## src/rtl/fb_write_ctrl_if.sv

```systemverilog
// fb_write_ctrl_if -- draw-request channel between a drawing engine and the
// framebuffer write controller.
//
// Signals:
//   req_valid  engine -> ctrl  request valid
//   req_ready  ctrl -> engine  controller can accept (transfer when both high)
//   req_span   engine -> ctrl  0 = single pixel, 1 = horizontal span
//   req_x0     engine -> ctrl  start x (inclusive)
//   req_x1     engine -> ctrl  end x (inclusive), span only
//   req_y      engine -> ctrl  line
//   req_color  engine -> ctrl  pixel value
//
// Modports: master = drawing engine, slave = write controller.
interface fb_write_ctrl_if;
  logic       req_valid;
  logic       req_ready;
  logic       req_span;
  logic [9:0] req_x0;
  logic [9:0] req_x1;
  logic [9:0] req_y;
  logic       req_color;

  modport master (
    output req_valid, req_span, req_x0, req_x1, req_y, req_color,
    input  req_ready
  );

  modport slave (
    input  req_valid, req_span, req_x0, req_x1, req_y, req_color,
    output req_ready
  );
endinterface

```

## src/rtl/fb_write_ctrl.sv

```systemverilog
// fb_write_ctrl -- single write port arbiter for the 1-bpp framebuffer.
// Shares the RAM write port between draw requests (pixel plots and horizontal
// spans) and a full-screen clear sequencer. (x, y) is turned into the linear
// address y*H_RES + x once per request; consecutive pixels are reached by
// incrementing the address.
//
// Build option: define FB_SPAN_EN to compile in the SPAN state and the req_x1
// path. Without it every request is written as a single pixel at req_x0.
//
// Ports:
//   Clk        system clock
//   Reset      asynchronous, active-high reset
//   clear_req  one-cycle pulse requesting a full-screen fill
//   clear_val  fill value, sampled together with clear_req
//   draw       draw-request channel (fb_write_ctrl_if.slave)
//   busy       high whenever the FSM is not idle
//   done       one-cycle pulse after the last write of an operation
//   ram_we     RAM write enable (registered)
//   ram_din    RAM write data (registered)
//   ram_addr   RAM write address (registered)
module fb_write_ctrl #(
  parameter int H_RES  = 640,
  parameter int V_RES  = 480,
  parameter int ADDR_W = 19
) (
  input  logic              Clk,
  input  logic              Reset,
  input  logic              clear_req,
  input  logic              clear_val,
  fb_write_ctrl_if.slave    draw,
  output logic              busy,
  output logic              done,
  output logic              ram_we,
  output logic              ram_din,
  output logic [ADDR_W-1:0] ram_addr
);

  localparam logic [9:0]        X_LIM     = 10'(H_RES);
  localparam logic [9:0]        Y_LIM     = 10'(V_RES);
  localparam logic [ADDR_W-1:0] LAST_ADDR = ADDR_W'(H_RES * V_RES - 1);

  typedef enum logic [1:0] {IDLE, PLOT, SPAN, CLEAR} state_t;

  state_t            state_reg, state_next;
  logic              clear_pend_reg, clear_pend_next;
  logic              clear_val_reg, clear_val_next;
  logic              ram_we_reg, ram_we_next;
  logic              ram_din_reg, ram_din_next;
  logic [ADDR_W-1:0] ram_addr_reg, ram_addr_next;
  logic              done_reg, done_next;
  logic              start_clear;

  // Off-screen requests still handshake and pass through PLOT/SPAN for one
  // cycle, they just never raise the write enable.
  logic              clipped;
  logic [ADDR_W-1:0] pix_addr;

  assign clipped  = (draw.req_x0 >= X_LIM) || (draw.req_y >= Y_LIM);
  assign pix_addr = ADDR_W'(draw.req_y) * ADDR_W'(H_RES) + ADDR_W'(draw.req_x0);

`ifdef FB_SPAN_EN
  localparam logic [9:0] X_MAX = 10'(H_RES - 1);
  logic [9:0] x_reg, x_next;
  logic [9:0] end_reg, end_next;
  logic [9:0] x1_sat, span_end;

  // A reversed or clipped span degenerates to the single start pixel, so
  // the SPAN state always exits once x reaches end.
  assign x1_sat   = (draw.req_x1 > X_MAX) ? X_MAX : draw.req_x1;
  assign span_end = (clipped || (x1_sat < draw.req_x0)) ? draw.req_x0 : x1_sat;
`else
  logic unused_span_inputs;
  assign unused_span_inputs = ^{draw.req_span, draw.req_x1};
`endif

  assign draw.req_ready = (state_reg == IDLE) && !clear_pend_reg;
  assign busy           = (state_reg != IDLE);
  assign done           = done_reg;
  assign ram_we         = ram_we_reg;
  assign ram_din        = ram_din_reg;
  assign ram_addr       = ram_addr_reg;

  always_ff @(posedge Clk or posedge Reset) begin
    if (Reset) begin
      state_reg      <= IDLE;
      clear_pend_reg <= 1'b0;
      clear_val_reg  <= 1'b0;
      ram_we_reg     <= 1'b0;
      ram_din_reg    <= 1'b0;
      ram_addr_reg   <= '0;
      done_reg       <= 1'b0;
`ifdef FB_SPAN_EN
      x_reg          <= '0;
      end_reg        <= '0;
`endif
    end else begin
      state_reg      <= state_next;
      clear_pend_reg <= clear_pend_next;
      clear_val_reg  <= clear_val_next;
      ram_we_reg     <= ram_we_next;
      ram_din_reg    <= ram_din_next;
      ram_addr_reg   <= ram_addr_next;
      done_reg       <= done_next;
`ifdef FB_SPAN_EN
      x_reg          <= x_next;
      end_reg        <= end_next;
`endif
    end
  end

  // The RAM outputs are loaded at the accept edge itself, so the first write
  // is already on the port in the first cycle of PLOT/SPAN/CLEAR.
  always_comb begin
    state_next      = state_reg;
    clear_pend_next = clear_pend_reg;
    clear_val_next  = clear_val_reg;
    ram_we_next     = 1'b0;
    ram_din_next    = ram_din_reg;
    ram_addr_next   = ram_addr_reg;
    done_next       = 1'b0;
    start_clear     = 1'b0;
`ifdef FB_SPAN_EN
    x_next          = x_reg;
    end_next        = end_reg;
`endif

    unique case (state_reg)
      IDLE: begin
        if (clear_pend_reg) begin
          start_clear     = 1'b1;
          state_next      = CLEAR;
          clear_pend_next = 1'b0;
          ram_we_next     = 1'b1;
          ram_addr_next   = '0;
          ram_din_next    = clear_val_reg;
        end else if (draw.req_valid) begin
          ram_we_next   = !clipped;
          ram_addr_next = pix_addr;
          ram_din_next  = draw.req_color;
          state_next    = PLOT;
`ifdef FB_SPAN_EN
          x_next   = draw.req_x0;
          end_next = span_end;
          if (draw.req_span) state_next = SPAN;
`endif
        end
      end
      PLOT: begin
        state_next = IDLE;
        done_next  = 1'b1;
      end
`ifdef FB_SPAN_EN
      SPAN: begin
        if (x_reg == end_reg) begin
          state_next = IDLE;
          done_next  = 1'b1;
        end else begin
          x_next        = x_reg + 10'd1;
          ram_addr_next = ram_addr_reg + 1'b1;
          ram_we_next   = 1'b1;
        end
      end
`endif
      CLEAR: begin
        if (ram_addr_reg == LAST_ADDR) begin
          state_next = IDLE;
          done_next  = 1'b1;
        end else begin
          ram_addr_next = ram_addr_reg + 1'b1;
          ram_we_next   = 1'b1;
        end
      end
      default: state_next = IDLE;
    endcase

    // A request arriving while a clear runs (or is just starting) folds into it.
    if (clear_req && (state_reg != CLEAR) && !start_clear) begin
      clear_pend_next = 1'b1;
      clear_val_next  = clear_val;
    end
  end

endmodule

```

## src/flat_wrapper.sv

```systemverilog
// flat-port wrapper written by rule: the top's interface ports become plain ports
module fb_write_ctrl_flat 
#(
  parameter int H_RES  = 640,
  parameter int V_RES  = 480,
  parameter int ADDR_W = 19
)
  (Clk, Reset, clear_req, clear_val, busy, done, ram_we, ram_din, ram_addr, draw_req_valid, draw_req_span, draw_req_x0, draw_req_x1, draw_req_y, draw_req_color, draw_req_ready);
  fb_write_ctrl_if draw_i ();
  input  logic Clk;
  input  logic Reset;
  input  logic clear_req;
  input  logic clear_val;
  output logic busy;
  output logic done;
  output logic ram_we;
  output logic ram_din;
  output logic [ADDR_W-1:0] ram_addr;
  input wire logic [$bits(draw_i.req_valid)-1:0] draw_req_valid;
  input wire logic [$bits(draw_i.req_span)-1:0] draw_req_span;
  input wire logic [$bits(draw_i.req_x0)-1:0] draw_req_x0;
  input wire logic [$bits(draw_i.req_x1)-1:0] draw_req_x1;
  input wire logic [$bits(draw_i.req_y)-1:0] draw_req_y;
  input wire logic [$bits(draw_i.req_color)-1:0] draw_req_color;
  output wire logic [$bits(draw_i.req_ready)-1:0] draw_req_ready;
  assign draw_i.req_valid = draw_req_valid;
  assign draw_i.req_span = draw_req_span;
  assign draw_i.req_x0 = draw_req_x0;
  assign draw_i.req_x1 = draw_req_x1;
  assign draw_i.req_y = draw_req_y;
  assign draw_i.req_color = draw_req_color;
  assign draw_req_ready = draw_i.req_ready;
  fb_write_ctrl #(.H_RES(H_RES), .V_RES(V_RES), .ADDR_W(ADDR_W)) u_core (.Clk(Clk), .Reset(Reset), .clear_req(clear_req), .clear_val(clear_val), .draw(draw_i), .busy(busy), .done(done), .ram_we(ram_we), .ram_din(ram_din), .ram_addr(ram_addr));
endmodule
```

## config.mk

```make
export PLATFORM = sky130hd
export DESIGN_NAME = fb_write_ctrl_flat
export DESIGN_NICKNAME = d
export VERILOG_FILES = /design/src/rtl/fb_write_ctrl_if.sv /design/src/rtl/fb_write_ctrl.sv /design/src/flat_wrapper.sv
export SDC_FILE = /design/constraint.sdc
export NUM_CORES = 1
export LEC_CHECK = 0
export CORE_MARGIN = 2
export CORE_UTILIZATION = 40
export CTS_CLUSTER_DIAMETER = 120
export CTS_CLUSTER_SIZE = 24
export DETAILED_ROUTE_END_ITERATION = 7
export MAX_ROUTING_LAYER = met4
export PLACE_DENSITY = 0.77
export SYNTH_ARGS = -nofsm -noshare
export SYNTH_HDL_FRONTEND = slang
export SYNTH_SLANG_ARGS = --single-unit
```

## constraint.sdc

```tcl
create_clock -name Clk -period 2.3 [get_ports Clk]
set_input_delay 0.46 -clock Clk [delete_from_list [all_inputs] [get_ports Clk]]
set_output_delay 0.46 -clock Clk [all_outputs]
set_load 0.01 [all_outputs]
```

* Yosys cells after proc, flatten, opt, wreduce, memory -nomap -nowiden
Index checks and enable logic that the tools add are counted.
Word-level totals: register bits after elaboration 26, bits of input ports 37, logic and storage cells 54
Cells by class: add/sub/neg operators 2, multipliers 1, $lt $le $gt $ge 2, equal/unequal tests 7, multiplexer cells 20, reduce and logical (&&, ||, !) cells 15
Operator list (number):
- two-way mux 19 bit | 3
- one-hot mux 19 bit (2 select lines) | 1
- adder 19 x 1 -> 19 bit, second input constant | 1
- adder 19 x 10 -> 19 bit | 1
- equality test 19 bit, second input constant | 1
- multiplier 10 x 3 -> 12 bit, second input constant | 1
- >= comparator 10 bit, second input constant | 1
- >= comparator 10 x 9 -> 1 bit, second input constant | 1
- two-way mux 1 bit | 10
- nonzero test 2 bit | 4
- two-way mux 2 bit | 3
- inequality test 2 bit, second input constant | 2
- one-hot mux 1 bit (2 select lines) | 2
- one-hot mux 2 bit (2 select lines) | 1
- AND reduction 2 bit | 2
- logical AND 1 bit | 3
- logical NOT 1 bit | 3
- inequality test 3 x 2 -> 1 bit, second input constant | 1
- AND reduction 3 bit | 1
- equality test 2 x 1 -> 1 bit, second input constant | 1
- equality test 2 bit, second input constant | 1
- logical NOT 2 bit | 1
- inequality test 2 x 1 -> 1 bit, second input constant | 1
- logical OR 1 bit | 1

* Logic depth before layout (Yosys ltp)
depth in word-level cells 6, gate-level depth with buffers 9, gate-level depth less buffers 9

* Least setup slack after synthesis
OpenSTA, ideal clock, no wires.
path type input port to flip-flop, start input draw_req_y[1], end register u_core.ram_addr_reg[18] (netlist: u_core.ram_addr[18]), library setup time 0.124 ns, arrival 3.120 ns, path slack -0.944 ns, stages on the path 9, buffers on the path 0, cells stage by stage ha_1 ha_1 fa_1 nand2b_1 or4b_4 a2111oi_1 nand4b_1 xnor3_1 a211o_1
On the way: longest elaborated chain between the ends 5
Ends and longest elaborated chain:
- from (decl) | RTL line flat_wrapper.sv:23 | input wire logic [$bits(draw_i.req_y)-1:0] draw_req_y;
- multiplier 10 x 3 -> 12 bit | RTL line fb_write_ctrl.sv:59 | assign pix_addr = ADDR_W'(draw.req_y) * ADDR_W'(H_RES) + ADDR_W'(draw.req_x0);
- adder 19 x 10 -> 19 bit | RTL line fb_write_ctrl.sv:59
- two-way mux 19 bit | RTL line fb_write_ctrl.sv:136 | end else if (draw.req_valid) begin
- two-way mux 19 bit | RTL line fb_write_ctrl.sv:129 | if (clear_pend_reg) begin
- one-hot mux 19 bit (2 select lines) | RTL line fb_write_ctrl.sv:127 | unique case (state_reg)
- to (signal assigned) | RTL line fb_write_ctrl.sv:102 | ram_addr_reg <= ram_addr_next;
- to (decl) | RTL line fb_write_ctrl.sv:49 | logic [ADDR_W-1:0] ram_addr_reg, ram_addr_next;
No other way between the ends. The select of a mux whose other input is x is not followed. A chain may end at the register's enable or synchronous reset.

* Final worst setup path
Same ends and word-level chain as after synthesis.

==> summary.md <==
| Metric | Value |
|---|---|
| Synth Flop Type | dfrtp_1 |
| Avg WL per Cell | roughly 15 um |
| Final cycle utilization of the critical path | 126% |
| Vias | between 2,000 and 3,000 |
| Post-layout min period | between 2 and 3 ns |
| Largest fanout on the critical path | 3 |
| Flop pwr share | 36.1% |
| Sw Share | a little under a third |
| Final instance area | between 3000 and 4000 um^2 |
| Most used cell, CP | ha_4 |
| Top cells by count, synth | 28 x o21ai_0, 26 x dfrtp_1, 25 x a21oi_1 |
| Top cells by area, synth | dfrtp_1 28%, ha_1 12%, o21ai_0 6.0%, a21oi_1 5.4%, nor2_1 3.7% |
| Crit path required time | about 2.5 ns |
| Worst reg2reg startpoint | u_core.ram_addr[0] |
| Placed wire-length estimate | about 5200 um |
| Max reg flops | 19 |
| Die width | 80.3 um |
| Placed cell count | about 440 |
| Launch point of the worst path | draw_req_y[1] |
| All-layer global routing usage | ~22% |
| Failing checks | negative setup slack |
| Switching power | 0.393 mW |
| Max-slew violations | 0 |
| Global-route wire length before repair | about 11,000 um |
| FFs w/ async S/R, synth | 100% |
| Logic gate share of total power | between 40% and 50% |
| Die height | approximately 80 um |
| Worst setup SP type | input pin |
| Total CTS buffers | 3 |
| Least-Margin Pin Slew | roughly 0.46 ns |
| Core Box Area | ~5600 um^2 |
| Max-cap violations | 0 |
| CTS hold repair buffers | 0 |
| Vias in the first global route | approximately 2,500 |
| Placed Area | about 3300 um^2 |
| Number of synthesized flops with an enable pin | 0 |
| Register bit count reported by yosys | 26 |
| IO Count | 61 |
| DRC | 0 |
| Row Count | 27 |
| Pleak | around 1.5 nW |
| Gr ovfl total | 0 |
| CP arrival | just over 3 ns |
| Post-Synthesis Cells | around 270 |
| Layout cell share with drive strength beyond 1 | 25.7% |
| Post-route ant nets | 0 |
| Fin nets | approximately 440 |
| Hold Path Class | input pin to async pin |
| Yosys Warn Count | 0 |
| Top-area cell type share of the netlist area | 28.0% |
| Die area | about 6400 um^2 |
| CP Capture Type | flip-flop |
| GPL Wtd Cong | between 0.8 and 0.9 |
| Clock power share | around a fifth |
| Final setup vio count | 5 |
| Critical Path, Cell by Cell | buf_8 > ha_4 > ha_4 > fa_2 > nand2b_4 > or4b_4 > a2111oi_4 > nand4b_1 > xnor3_1 > a211o_1 |
| Via-to-Cell Ratio | 5.72 |
| Internal | between 0.8 and 0.9 mW |
| First-pass DRT Iterations | 5 |
| Slowest stage cell, crit path | fa_2 |
| CTS tree | done |
| Post-synth top area cell | dfrtp_1 |
| DP Worst Slack | -1.38 ns |
| IO Port Bufs | 49 |
| Clk Latency, worst-skew pair | roughly 0.28 ns |
| Starting density of the core | a little over two fifths |
| Slowest stage delay, CP | 0.56 ns |
| Clock sinks | 26 |
| Synth Cell Area | ~2300 um^2 |
| Cell with the most instances after synthesis | o21ai_0 |
| PD cells | 358 nW/um^2 |
| Diode count | 0 |
| Iter 0 DRT Violations | approximately 170 |
| Setup Skew | between 0.009 and 0.01 ns |
| Post-route setup slack | -0.587 ns |
| Avg Inst Size Synth | about 8.5 um^2 |
| Max Root-Sink Buffers | 2 |
| Area growth, synth to finish | 52.3% |
| Sequential area share after synthesis | between 20 and 30% |
| Post-Route WL | 6850 um |
| Distinct cell type count after synthesis | 61 |
| Syn Nets | roughly 340 |
| Status | finished, violations left |
| H-tree levels | 1 |
| RSZ-0062 raised after global routing | yes |
| FMAX | 346 MHz |
| Final Hold Fails | 0 |
| Clock-pin slew on the worst setup and hold paths | about 0.10 ns |
| Largest net degree at the start of global routing | 27 |
| Critical path class | input pin to flip-flop |
| Slew margin rel. | between 60 and 70% |
| Peak supply drop | 0.207 mV |
| Initial antenna violation count | 0 |
| CTS Root Cell | clkbuf_8 |
| Setup TNS | -2.30 ns |
| Final cell count without fillers | 446 |
[layout make-up]
type,instances,area [um^2]
multi-input combinational,226,1800
inverter,14,52.6
sequential,26,651
clock buffer,3,41.3
timing repair buffer,105,906
tap,72,90.1
fill,474,2030
[layout by cell type (no fill, tap or decap), types with 3 or more instances in the layout]
| cell | Yosys | routed |
|---|---|---|
| a211o_1 | 3 | 3 |
| a21boi_0 | 3 | 3 |
| a21oi_1 | 25 | 22 |
| a221oi_1 | 3 | 3 |
| a2bb2oi_1 | 3 | 3 |
| a31oi_1 | 6 | 6 |
| buf_4 | 0 | 56 |
| clkbuf_8 | 1 | 3 |
| clkdlybuf4s50_1 | 0 | 42 |
| dfrtp_1 | 26 | 26 |
| ha_1 | 23 | 11 |
| ha_4 | 0 | 12 |
| inv_1 | 13 | 13 |
| nand2_1 | 18 | 18 |
| nand3_1 | 9 | 9 |
| nand4_1 | 5 | 5 |
| nor2_1 | 23 | 23 |
| nor3_1 | 7 | 7 |
| nor4_1 | 3 | 3 |
| o211ai_1 | 3 | 3 |
| o21ai_0 | 28 | 27 |
| o22ai_1 | 5 | 5 |
| xnor2_1 | 3 | 3 |
| xor2_1 | 7 | 6 |
[timing repair]
action,CTS,global route
pin swaps,10,14
endpoints found under the setup margin,9,7
gates resized for setup,33,14
buffers inserted,0,5
[through the flow]
step | util [%] | total power, mW | hold slack, ns
after floorplan | - | 0.713 | 0.480
after global placement | 59.2 | 0.929 | 0.495
after detailed placement | 59.2 | 0.940 | 0.526
after CTS | 60.9 | 1.22 | 0.547
after global routing | 63.6 | 1.34 | 0.569
final | 63.6 | 1.27 | 0.538
[metal layers]
metal | global-route usage (%) | vias up | routed length [um]
met5 | - | - | 0
met4 | 1.69 | 0 | 19
met3 | 3.03 | 4 | 321
met2 | 37.8 | 77 | 3320
met1 | 29.2 | 1228 | 3190
li1 | - | 1240 | -
[worst paths after layout]
check	slack (ns)	cells past startpoint	to
min in group Clk	0.54	2	u_core.state_reg[1]
worst max-delay path	-0.59	10	u_core.ram_addr[18]
max in group asynchronous	1.50	3	u_core.ram_addr[12]
worst min-delay path	0.54	3	u_core.ram_addr[15]
worst max register to register	0.14	7	u_core.ram_addr[17]
worst min register to register	0.54	2	u_core.state_reg[1]
[power by group through the flow]
| stage | Combinational (mW) | Sequential [mW] | Clock [mW] |
|---|---|---|---|
| global route | 0.592 | 0.458 | 0.289 |
| finish | 0.543 | 0.458 | 0.268 |
| global placement | 0.462 | 0.467 | 0 |
| detailed placement | 0.473 | 0.467 | 0 |
| CTS | 0.489 | 0.458 | 0.273 |
| floorplan | 0.246 | 0.467 | 0 |
[kinds of logic after synthesis]
kind of cell | share of synthesized area [%]
AOI/OAI and AO/OA | 29.2
and+or+nand+nor | 19.0
DFF | 28.0
adders and majority gates | 14.1
buffers and inverters | 3.82
xor gates and xnor gates | 5.43
muxes | 0.484
[critical path, delay by kind of cell]
kind,cells,cell delay (ns)
adders and majority gates,3,0.96
xor gates and xnor gates,1,0.21
AOI/OAI and AO/OA,2,0.59
buffers and inverters,1,0.10
and+or+nand+nor,3,0.73
(Power assumes the default switching activity.)
